**src/rtl/rdr_sel_gen.sv**
```systemverilog
// Read-row bank selector: walks rows of 1..NUM_AREAS sub-areas in fixed or snake order.
// One output row per accepted step (1-cycle latency); step low holds all state with rd_valid high.
module rdr_sel_gen #(
    parameter int ROW_W     = 7,
    parameter int SEL_W     = 4,
    parameter int NUM_BANKS = 16,
    parameter int AREA_W    = 2,
    parameter int NUM_AREAS = 4
) (
    input  logic              clk,
    input  logic              rst,
    input  logic              start,
    input  logic [ROW_W-1:0]  cfg_rows,
    input  logic [SEL_W-1:0]  cfg_offset,
    input  logic [AREA_W:0]   cfg_areas,
    input  logic              cfg_dir,
    input  logic              cfg_snake,
    input  logic              step,
    output logic              busy,
    output logic              rd_valid,
    output logic [ROW_W-1:0]  row_count,
    output logic [AREA_W-1:0] area_idx,
    output logic [SEL_W-1:0]  rd_sel,
    output logic              area_last,
    output logic              done,
    output logic              cfg_err
);
    localparam int SUM_W = ((ROW_W > SEL_W) ? ROW_W : SEL_W) + 1;
    localparam int N_SUB = (NUM_BANKS + (1 << ROW_W)) / NUM_BANKS;
    localparam logic [SUM_W-1:0] NB_SUM  = SUM_W'(NUM_BANKS);
    localparam logic [SEL_W:0]   NB_SEL  = (SEL_W + 1)'(NUM_BANKS);
    localparam logic [AREA_W:0]  NA_AREA = (AREA_W + 1)'(NUM_AREAS);

    typedef enum logic {IDLE, RUN} state_t;

    state_t            state_q, state_d;
    logic [ROW_W-1:0]  rows_q, rows_d;
    logic [AREA_W:0]   areas_q, areas_d;
    logic              dir0_q, dir0_d;
    logic              snake_q, snake_d;
    logic              dir_q, dir_d;
    logic [ROW_W-1:0]  row_q, row_d;
    logic [AREA_W-1:0] area_q, area_d;
    logic [SEL_W:0]    sel_q, sel_d;
    logic [SEL_W:0]    first_sel_q, first_sel_d;
    logic              done_q, done_d;
    logic              err_q, err_d;

    // Reduces a sum below 2*max(rows, banks) into 0..NUM_BANKS-1 without truncation.
    function automatic logic [SEL_W:0] bank_mod(input logic [SUM_W-1:0] v);
        logic [SUM_W-1:0] r;
        r = v;
        for (int i = 0; i < N_SUB; i++) begin
            if (r >= NB_SUM) r = r - NB_SUM;
        end
        return r[SEL_W:0];
    endfunction

    logic [SUM_W-1:0] desc_sum;
    logic [SEL_W:0]   first_desc;
    logic [SEL_W:0]   first_sel_cfg;
    logic [SEL_W:0]   sel_p1;
    logic [SEL_W:0]   sel_inc;
    logic [SEL_W:0]   sel_dec;
    logic             cfg_bad;
    logic             row_last;
    logic             area_final;

    assign desc_sum      = SUM_W'(cfg_offset) + SUM_W'(cfg_rows) - SUM_W'(1);
    assign first_desc    = bank_mod(desc_sum);
    assign first_sel_cfg = cfg_dir ? first_desc : {1'b0, cfg_offset};
    assign sel_p1        = sel_q + 1'b1;
    assign sel_inc       = (sel_p1 == NB_SEL) ? '0 : sel_p1;
    assign sel_dec       = (sel_q == '0) ? (NB_SEL - 1'b1) : (sel_q - 1'b1);
    assign cfg_bad       = (cfg_rows == '0) || (cfg_areas == '0) || (cfg_areas > NA_AREA)
                        || ({1'b0, cfg_offset} >= NB_SEL);
    assign row_last      = dir_q ? (row_q == '0) : (row_q == rows_q - 1'b1);
    assign area_final    = (({1'b0, area_q} + 1'b1) == areas_q);

    always_ff @(posedge clk) begin
        if (rst) begin
            state_q     <= IDLE;
            rows_q      <= '0;
            areas_q     <= '0;
            dir0_q      <= 1'b0;
            snake_q     <= 1'b0;
            dir_q       <= 1'b0;
            row_q       <= '0;
            area_q      <= '0;
            sel_q       <= '0;
            first_sel_q <= '0;
            done_q      <= 1'b0;
            err_q       <= 1'b0;
        end else begin
            state_q     <= state_d;
            rows_q      <= rows_d;
            areas_q     <= areas_d;
            dir0_q      <= dir0_d;
            snake_q     <= snake_d;
            dir_q       <= dir_d;
            row_q       <= row_d;
            area_q      <= area_d;
            sel_q       <= sel_d;
            first_sel_q <= first_sel_d;
            done_q      <= done_d;
            err_q       <= err_d;
        end
    end

    always_comb begin
        state_d     = state_q;
        rows_d      = rows_q;
        areas_d     = areas_q;
        dir0_d      = dir0_q;
        snake_d     = snake_q;
        dir_d       = dir_q;
        row_d       = row_q;
        area_d      = area_q;
        sel_d       = sel_q;
        first_sel_d = first_sel_q;
        done_d      = 1'b0;
        err_d       = 1'b0;
        unique case (state_q)
            IDLE: begin
                if (start) begin
                    if (cfg_bad) begin
                        err_d = 1'b1;
                    end else begin
                        state_d     = RUN;
                        rows_d      = cfg_rows;
                        areas_d     = cfg_areas;
                        dir0_d      = cfg_dir;
                        snake_d     = cfg_snake;
                        dir_d       = cfg_dir;
                        row_d       = cfg_dir ? (cfg_rows - 1'b1) : '0;
                        area_d      = '0;
                        sel_d       = first_sel_cfg;
                        first_sel_d = first_sel_cfg;
                    end
                end
            end
            RUN: begin
                if (step) begin
                    if (!row_last) begin
                        row_d = dir_q ? (row_q - 1'b1) : (row_q + 1'b1);
                        sel_d = dir_q ? sel_dec : sel_inc;
                    end else if (!area_final) begin
                        area_d = area_q + 1'b1;
                        // Snake keeps the boundary row as the first row of the next area.
                        if (snake_q) begin
                            dir_d = ~dir_q;
                        end else begin
                            row_d = dir0_q ? (rows_q - 1'b1) : '0;
                            sel_d = first_sel_q;
                        end
                    end else begin
                        state_d = IDLE;
                        done_d  = 1'b1;
                    end
                end
            end
            default: state_d = IDLE;
        endcase
    end

    always_comb begin
        busy      = 1'b0;
        rd_valid  = 1'b0;
        area_last = 1'b0;
        if (state_q == RUN) begin
            busy      = 1'b1;
            rd_valid  = 1'b1;
            area_last = row_last;
        end
    end

    assign row_count = row_q;
    assign area_idx  = area_q;
    assign rd_sel    = sel_q[SEL_W-1:0];
    assign done      = done_q;
    assign cfg_err   = err_q;

endmodule

```
**config.mk**
```make
export PLATFORM = sky130hd
export DESIGN_NAME = rdr_sel_gen
export DESIGN_NICKNAME = d
export VERILOG_FILES = /design/src/rtl/rdr_sel_gen.sv
export SDC_FILE = /design/constraint.sdc
export NUM_CORES = 1
export LEC_CHECK = 0
export ABC_AREA = 1
export BUFFER_PORTS_ARGS = -buffer_cell sky130_fd_sc_hd__buf_2
export CORE_MARGIN = 2
export CORE_UTILIZATION = 65
export DETAILED_ROUTE_END_ITERATION = 10
export GPL_TIMING_DRIVEN = 0
export HOLD_SLACK_MARGIN = 0.12
export PLACE_DENSITY = 0.88
export SKIP_LAST_GASP = 1
export SLEW_MARGIN = 20
export SYNTH_ARGS = -nofsm -noshare
export SYNTH_HDL_FRONTEND = slang
export SYNTH_SLANG_ARGS = --single-unit
```
**constraint.sdc**
```tcl
create_clock -name clk -period 21.6 [get_ports clk]
set_clock_uncertainty 0.1 [all_clocks]
set_input_delay 5.4 -clock clk [delete_from_list [all_inputs] [get_ports clk]]
set_output_delay 5.4 -clock clk [all_outputs]
set_load 0.1 [all_outputs]
```
==> results.py <==
metrics = {
    "clock_network": {
        "cts_resized": 0,
        "worst_setup_hold_path_clk_slew_ps": 70,
        "cts_buffers": 5,
        "postCtsHoldBufs": 0,
        "library_cell_used_as_clock_root_buffer": "sky130_fd_sc_hd__clkbuf_8",
        "clkSinkCount": 35,
        "cts_tree": "done",
        "clock_latency_on_the_worst_skew_pair_ps": 290,
        "cts_max_path_buffers": 2,
        "cts_htree_levels": 2,
        "postCtsSetupBuffers": 0,
    },
    "die": {
        "core-area_um2": 5890,
        "floorplan.rows": 28,
        "initial_core_util": 0.666,
        "die_w_um": 81.6,
        "io-pin-count": 38,
        "die-area_um2": 6660,
        "fp.dieH_um": 81.6,
    },
    "worst_setup_path": {
        "slowest_delay_ps": 420,
        "timing.critical_path.to_type": "flip-flop",
        "timing.critical_path.required_ps": 21720,
        "crit_buf_inv": 13,
        "critical_path_arrival_ps": 12950,
        "critical_path.top_delay_family": "simple AND/OR/NAND/NOR gates",
        "worst_path_most_repeated_cell": "sky130_fd_sc_hd__nand2_1",
        "startpoint_type": "input port",
        "path_class": "in -> reg",
        "worstPathMaxFanout": 5,
        "slowest_stage": "sky130_fd_sc_hd__fa_1",
    },
    "place": {
        "dpl.cell_count": 706,
        "port_buffers": 37,
        "place.gp.congestion": 1.02,
        "place_hpwl_um": 7610,
    },
    "layout": {
        "flow.area_growth_from_synthesis_pct": 9.74,
        "final_core_util": 0.730,
        "antenna_cells": 0,
        "num-fill-cells": 486,
        "final_layout_size_suffix_gt1_frac": 0.196,
        "finalNetCount": 693,
        "final_non_filler_cell_total": 713,
    },
    "yosys": {
        "yosys.cell_count.top_type": "sky130_fd_sc_hd__nand2_1",
        "synth_largest_type_area_fraction": 0.179,
        "netlist_top_cells_area": "sky130_fd_sc_hd__dfxtp_1 (18%), sky130_fd_sc_hd__ha_1 (11%), sky130_fd_sc_hd__nand2_1 (9.4%)",
        "synth_edf_count": 0,
        "synthesis.instances": 594,
        "netlist_area_um2": 3920,
        "most_used_dff_post_synth": "sky130_fd_sc_hd__dfxtp_1",
        "asyncSetResetFlopFracSynth": 0,
        "synth.top_cells.by_count": "sky130_fd_sc_hd__nand2_1 (98), sky130_fd_sc_hd__inv_1 (95), sky130_fd_sc_hd__o21ai_0 (43)",
        "postSynthNetCount": 649,
        "yosysTopAreaCell": "sky130_fd_sc_hd__dfxtp_1",
        "synth_warnings": 0,
        "yosysSeqAreaShare": 0.179,
        "post_synth.cell_area_avg_um2": 6.60,
        "yosys.cell_types.count": 42,
        "ys_ff_latch": 35,
    },
    "flow_run": {
        "number_of_violations_of_the_max_capacitance_limit": 0,
    },
    "route": {
        "wl_per_cell_um": 13.4,
        "num_vias": 3994,
        "postRouteAntennaNets": 0,
        "drc": 0,
        "detailed_route_vias_per_instance": 5.60,
        "postRouteWirelength_um": 9540,
        "drt_iter0_markers": 295,
        "dr.pass1.iters": 5,
    },
    "sta": {
        "tightestPinTransition_ps": 690,
        "report.final.hold_viol_count": 0,
        "finalCriticalPeriod_ps": 12830,
        "drv_slew": 0,
        "setup_viol_count_final": 0,
        "grt_setup_unrepaired": "no",
        "post-route-period-util": 0.594,
        "timing.fmax_mhz": 77.9,
        "max-slew-margin-rel": 0.537,
        "setup-tns-final_ps": 0,
    },
    "global_route": {
        "global_route_wire_length_before_repair_um": 16000,
        "all_layer_global_routing_usage": 0.302,
        "antenna_found_initial": 0,
        "overflow": 0,
        "maximum_number_of_pins_on_one_net_before_global_route_repair": 11,
        "first_global_vias": 3718,
    },
    "worst_hold_path": {
        "hp-class": "reg -> reg",
    },
    "run_status": {
        "result_of_the_run": "complete, no violations",
    },
}
## final cells by class
cell class / instances / area [um^2] / area share
timing repair buffer: 37 / 185 / 0.0431
sequential: 35 / 701 / 0.163
clock buffer: 6 / 72.6 / 0.0169
clock inverter: 1 / 30.0 / 0.00698
inverter: 104 / 390 / 0.0908
buffer: 15 / 75.1 / 0.0175
tap: 75 / 93.8 / 0.0218
multi-input combinational: 440 / 2750 / 0.640
## worst paths after layout
| kind | to | from | slack, ps | cells after the start |
|---|---|---|---|---|
| setup / recovery | sel_q[4]$_SDFFE_PP0P_ | cfg_rows[1] | 8770 | 69 |
| hold / removal | first_sel_q[2]$_SDFFE_PP0P_ | first_sel_q[2]$_SDFFE_PP0P_ | 360 | 2 |
| setup reg to reg | sel_q[4]$_SDFFE_PP0P_ | rows_q[0]$_SDFFE_PP0P_ | 17860 | 17 |
| hold reg to reg | first_sel_q[2]$_SDFFE_PP0P_ | first_sel_q[2]$_SDFFE_PP0P_ | 360 | 2 |
## placed cells by master, fill, tap and decap left out, types with 9 or more instances in the layout
cell type,n
sky130_fd_sc_hd__nand2_1,98
sky130_fd_sc_hd__inv_1,95
sky130_fd_sc_hd__o21ai_0,43
sky130_fd_sc_hd__nand3_1,41
sky130_fd_sc_hd__nor2_1,38
sky130_fd_sc_hd__a21oi_1,37
sky130_fd_sc_hd__buf_2,37
sky130_fd_sc_hd__dfxtp_1,35
sky130_fd_sc_hd__ha_1,33
sky130_fd_sc_hd__nand2_2,27
sky130_fd_sc_hd__xor2_1,16
sky130_fd_sc_hd__nand2_4,13
sky130_fd_sc_hd__xnor2_1,12
sky130_fd_sc_hd__nor2_4,11
sky130_fd_sc_hd__clkbuf_1,11
sky130_fd_sc_hd__nor2_2,9
## routing by layer
metal,track usage,routed length [um]
met5,0,0
met4,0.108,223
met3,0.0516,731
met2,0.534,4640
met1,0.368,3940
## logic make-up after synthesis
family                     synth area share
buffers and inverters                 0.119
adders and majority gates             0.116
and+or+nand+nor                       0.363
AOI/OAI and AO/OA                     0.157
xor gates and xnor gates             0.0668
DFF                                   0.179
## state kept, by name, summed over array words and instances (netlist names)
name and count:
row_count 7, rows_q 7, first_sel_q 5, sel_q 5, areas_q 3, area_idx 2
cfg_err 1, dir0_q 1, dir_q 1, done 1, snake_q 1, state_q 1
## worst register-to-register path: cells and delay by family, from the launching register on
kind                     cells  cell delay, ps
flip-flops                   1             340
XOR/XNOR                     1             190
AO/OA/AOI/OAI                4             720
buffers and inverters        4             950
AND/OR/NAND/NOR              7            1160
adder cells (fa/ha/maj)      1             210
## through the flow
stage / worst slack (ps) / instance area [um^2] / hold slack, ps
final: 8770 / 4300 / 365
after global routing: 7970 / 4300 / 382
after CTS: 8740 / 4300 / 362
after detailed placement: 8460 / 4200 / 353
after global placement: 8750 / 4200 / 345
after floorplan: 9370 / 3920 / 330
Power is not shown: default switching activity piles up to over one toggle a cycle in this logic, so the estimate is an artifact.
